--- src/rtl/tinyqv_timecmp_pkg.sv ---
// Shared constants for the nibble-serial mtime/mtimecmp datapath.
package tinyqv_pkg;

  localparam int          NIBBLE_W       = 4;
  localparam int          WORD_NIBBLES   = 8;
  localparam int          WORD_W         = NIBBLE_W * WORD_NIBBLES;
  localparam int          CNT_W          = 3;
  localparam logic [2:0]  LAST_NIBBLE    = 3'd7;
  localparam logic [31:0] MTIMECMP_RESET = 32'hFFFF_FFFF;

endpackage

--- src/rtl/tinyqv_timecmp_if.sv ---
// Nibble-serial timer-compare bus: shared nibble index, mtime stream, CSR access and irq.
interface tinyqv_timecmp_if;
  import tinyqv_pkg::*;

  logic [CNT_W-1:0]    counter;
  logic [NIBBLE_W-1:0] mtime_in;
  logic                set;
  logic [NIBBLE_W-1:0] data_in;
  logic [NIBBLE_W-1:0] data_out;
  logic                irq_en;
  logic                irq;

  modport master (
    output counter, mtime_in, set, data_in, irq_en,
    input  data_out, irq
  );

  modport slave (
    input  counter, mtime_in, set, data_in, irq_en,
    output data_out, irq
  );

endinterface

--- src/rtl/tinyqv_timecmp_nibble_sub.sv ---
// Combinational 4-bit subtract-with-borrow; one step of a nibble-serial compare/subtract chain.
module tinyqv_nibble_sub
  import tinyqv_pkg::*;
(
  input  logic [NIBBLE_W-1:0] a,
  input  logic [NIBBLE_W-1:0] b,
  input  logic                b_in,
  output logic [NIBBLE_W-1:0] diff,
  output logic                b_out
);

  logic [NIBBLE_W:0] full;

  assign full  = {1'b0, a} - {1'b0, b} - {{NIBBLE_W{1'b0}}, b_in};
  assign diff  = full[NIBBLE_W-1:0];
  assign b_out = full[NIBBLE_W];

endmodule

--- src/rtl/tinyqv_timecmp.sv ---
// mtimecmp holder: serial unsigned compare of the mtime nibble stream, level timer irq,
// and nibble-serial readback of mtimecmp.
module tinyqv_timecmp
  import tinyqv_pkg::*;
#(
  parameter logic [WORD_W-1:0] RESET_CMP = MTIMECMP_RESET
) (
  input  logic            clk,
  input  logic            rst,
  tinyqv_timecmp_if.slave bus
);

  logic [WORD_W-1:0]   cmp_q, cmp_d;
  logic                borrow_q, borrow_d;
  logic                dirty_q, dirty_d;
  logic                ge_q, ge_d;

  logic [4:0]          nib_base;
  logic [NIBBLE_W-1:0] cmp_nib;
  logic [NIBBLE_W-1:0] unused_diff;
  logic                b_in;
  logic                b_out;
  logic                last_nib;

  assign nib_base = {bus.counter, 2'b00};
  assign cmp_nib  = cmp_q[nib_base +: NIBBLE_W];
  assign last_nib = (bus.counter == LAST_NIBBLE);
  assign b_in     = (bus.counter == '0) ? 1'b0 : borrow_q;

  tinyqv_nibble_sub u_sub (
    .a     (bus.mtime_in),
    .b     (cmp_nib),
    .b_in  (b_in),
    .diff  (unused_diff),
    .b_out (b_out)
  );

  always_comb begin
    cmp_d    = cmp_q;
    borrow_d = b_out;
    dirty_d  = dirty_q | bus.set;
    ge_d     = ge_q;

    if (bus.set) begin
      cmp_d[nib_base +: NIBBLE_W] = bus.data_in;
    end

    // A sweep that saw any write compared against a half-updated cmp; keep the old result.
    if (last_nib) begin
      dirty_d = 1'b0;
      if (!dirty_q && !bus.set) begin
        ge_d = ~b_out;
      end
    end
  end

  always_ff @(posedge clk or posedge rst) begin
    if (rst) begin
      cmp_q    <= RESET_CMP;
      borrow_q <= 1'b0;
      dirty_q  <= 1'b0;
      ge_q     <= 1'b0;
    end else begin
      cmp_q    <= cmp_d;
      borrow_q <= borrow_d;
      dirty_q  <= dirty_d;
      ge_q     <= ge_d;
    end
  end

  assign bus.data_out = cmp_nib;
  assign bus.irq      = ge_q & bus.irq_en;

endmodule
--- src/flat_wrapper.sv ---
// flat-port wrapper written by rule: the top's interface ports become plain ports
module tinyqv_timecmp_flat import tinyqv_pkg::*;
#(
  parameter logic [WORD_W-1:0] RESET_CMP = MTIMECMP_RESET
)
  (clk, rst, bus_counter, bus_mtime_in, bus_set, bus_data_in, bus_irq_en, bus_data_out, bus_irq);
  tinyqv_timecmp_if bus_i ();
  input  logic clk;
  input  logic rst;
  input wire logic [$bits(bus_i.counter)-1:0] bus_counter;
  input wire logic [$bits(bus_i.mtime_in)-1:0] bus_mtime_in;
  input wire logic [$bits(bus_i.set)-1:0] bus_set;
  input wire logic [$bits(bus_i.data_in)-1:0] bus_data_in;
  input wire logic [$bits(bus_i.irq_en)-1:0] bus_irq_en;
  output wire logic [$bits(bus_i.data_out)-1:0] bus_data_out;
  output wire logic [$bits(bus_i.irq)-1:0] bus_irq;
  assign bus_i.counter = bus_counter;
  assign bus_i.mtime_in = bus_mtime_in;
  assign bus_i.set = bus_set;
  assign bus_i.data_in = bus_data_in;
  assign bus_i.irq_en = bus_irq_en;
  assign bus_data_out = bus_i.data_out;
  assign bus_irq = bus_i.irq;
  tinyqv_timecmp #(.RESET_CMP(RESET_CMP)) u_core (.clk(clk), .rst(rst), .bus(bus_i));
endmodule
--- config.mk ---
export PLATFORM = sky130hd
export DESIGN_NAME = tinyqv_timecmp_flat
export DESIGN_NICKNAME = d
export VERILOG_FILES = /design/src/rtl/tinyqv_timecmp_pkg.sv /design/src/rtl/tinyqv_timecmp_if.sv /design/src/rtl/tinyqv_timecmp_nibble_sub.sv /design/src/rtl/tinyqv_timecmp.sv /design/src/flat_wrapper.sv
export SDC_FILE = /design/constraint.sdc
export NUM_CORES = 1
export LEC_CHECK = 0
export CAP_MARGIN = 20
export CORE_MARGIN = 4
export CORE_UTILIZATION = 50
export DETAILED_ROUTE_END_ITERATION = 12
export GPL_TIMING_DRIVEN = 0
export PLACE_DENSITY = 0.76
export SKIP_CTS_REPAIR_TIMING = 1
export SLEW_MARGIN = 5
export SYNTH_ARGS = -nofsm -noshare
export SYNTH_HDL_FRONTEND = slang
export SYNTH_HIERARCHICAL = 1
export SYNTH_SLANG_ARGS = --single-unit
--- constraint.sdc ---
create_clock -name clk -period 2.3 [get_ports clk]
set_input_delay 0.46 -clock clk [delete_from_list [all_inputs] [get_ports clk]]
set_output_delay 0.46 -clock clk [all_outputs]
set_load 0.01 [all_outputs]
==> impl_metrics.json <==
{
  "stdcell_count": 245,
  "clockBufferDepth": 2,
  "syn_inst": 161,
  "antenna_cells": 0,
  "areaGrowthSynthToFinish_pct": 25.3,
  "gp_congestion": 0.833,
  "routed_wl_um": 4460,
  "grt_max_degree": 23,
  "maxCapViolCount": 0,
  "required_ns": 2.47,
  "row_count": 23,
  "worst_pin_slew_ns": 0.619,
  "syn-num-nets": 187,
  "vdd_drop_max_mv": 0.420,
  "cts-root-buf": "clkbuf_8",
  "grt_pass1_vias": 1515,
  "route.detailed.drc": 0,
  "placed_cells": 231,
  "timing.final.ws_setup_ns": -0.0678,
  "die_h_um": 72.3,
  "syn_avg_cell_area_um2": 12.8,
  "vias_per_cell": 5.53,
  "synth_area_um2": 2070,
  "leakage_nw": 1.22,
  "maxSlewViolCount": 0,
  "timing.fmax_mhz": 422,
  "clk_pin_slew_ns": 0.07,
  "ys_warn_count": 6,
  "setup_violations": 2,
  "post_route_cells_drive_above_1_share": 0.544,
  "skew_ns": 0.00250,
  "cp-start-kind": "input port",
  "grt_usage": 0.191,
  "timing.final.crit_share": 1.03,
  "arrival_ns": 2.54,
  "worstSetupPathType": "input port to flip-flop",
  "hpwl_um": 3220,
  "tns_ns": -0.119,
  "max_slew_margin": 0.587,
  "core_um2": 4000,
  "drtIter0Drc": 56,
  "pre_cts_slack_ns": -1.14,
  "avgRoutedWirePerCell_um": 18.2,
  "ant_nets": 0,
  "pin_count": 20,
  "status": "finished with violations",
  "crit_path_end_kind": "flip-flop",
  "io_buffers": 19,
  "vias": 1355,
  "cts_tree": "yes",
  "gr-total-overflow": 0,
  "cellPowerDensity_nw_per_um2": 651,
  "htreeDepth": 2,
  "nets": 220,
  "hold_path.class": "flip-flop to flip-flop",
  "cts_num_sinks": 35,
  "grt_pass1_wl_um": 7420,
  "drt-pass1-iter-count": 4,
  "worstSkewPairLatency_ns": 0.28,
  "start_util": 0.516,
  "die_area_um2": 5220,
  "critPathMaxFanout": 9,
  "hold_viol": 0,
  "final_core_util": 0.647,
  "cts_buffers": 5,
  "antenna_found_initial": 0,
  "period_needed_ns": 2.37,
  "rsz0062_at_grt": "true",
  "chipWidth_um": 72.3,
  "violations": "setup timing"
}
[worst max-delay path, cell delays in order]
cell and delay (ns):
buf_12 0.12, clkbuf_16 0.15, mux4_2 0.34, nand2_2 0.05, nand2_2 0.08, inv_2 0.04
fa_2 0.35, fa_2 0.34, nand2b_4 0.15, a21oi_4 0.17, xor2_2 0.18, mux2i_1 0.09
[metal layers]
layer	up-vias	track usage	routed length, um
met5	-	0	0
li1	623	-	-
met4	0	0.0793	58
met3	7	0.0499	208
met1	692	0.233	1930
met2	33	0.320	2260
[final timing paths]
check                           depth (start not counted)                         start                            to  slack [ns]
worst max-delay path                                   12                bus_counter[0]       u_core/ge_q$_DFFE_PP0P_       -0.07
worst min-delay path                                    2  u_core/cmp_q[17]$_DFFE_PP1P_  u_core/cmp_q[17]$_DFFE_PP1P_        0.47
worst max register to register                         10   u_core/cmp_q[4]$_DFFE_PP1P_       u_core/ge_q$_DFFE_PP0P_       -0.05
worst min register to register                          2  u_core/cmp_q[17]$_DFFE_PP1P_  u_core/cmp_q[17]$_DFFE_PP1P_        0.47
max in group asynchronous                               3                           rst  u_core/cmp_q[27]$_DFFE_PP1P_        1.16
min in group asynchronous                               2                           rst      u_core/dirty_q$_DFF_PP0_        0.55
[final cells by class]
type                       count  area (um2)
clock buffer                   5        68.8
fill                         307        1410
timing repair buffer          26         293
multi-input combinational    106        1110
tap                           50        62.6
clock inverter                 3        20.0
sequential                    35         916
inverter                      16        62.6
buffer                         4        53.8
[registers in the layout, indices dropped and copies added (netlist names)]
register / count
u_core/ge_q: 1
u_core/dirty_q: 1
u_core/borrow_q: 1
u_core/cmp_q: 32
[through the flow]
stage          total power (W)  cell area [um2]  hold slack [ns]
4_1_cts                0.00167             2490            0.473
3_5_place_dp           0.00122             2400            0.461
5_1_grt                0.00179             2590            0.494
6_report               0.00168             2590            0.475
3_3_place_gp           0.00119             2370            0.454
2_1_floorplan          0.00108             2120            0.445
[power by group]
group | switching (W) | internal (W)
logic | 0.000193 | 0.000238
clock network | 0.000227 | 0.000210
registers | 0.0000445 | 0.000772
[placed cells by master, fill, tap and decap left out, drive strengths merged]
master	n
nor3	4
nand2b	1
clkinv	1
nand3	1
mux4	8
nand2	22
nand4b	1
xor2	1
fa	2
clkbuf	7
and3	4
buf	12
dfrtp	3
nor2b	1
nor2	3
clkdlybuf4s50	12
ha	9
a21oi	2
and3b	1
nor3b	2
o311a	1
dfstp	32
nand4bb	1
inv	16
clkinvlp	2
dlymetal6s2s	4
mux2i	5
and2	9
mux2	28
Power figures use the tool's default switching activity.
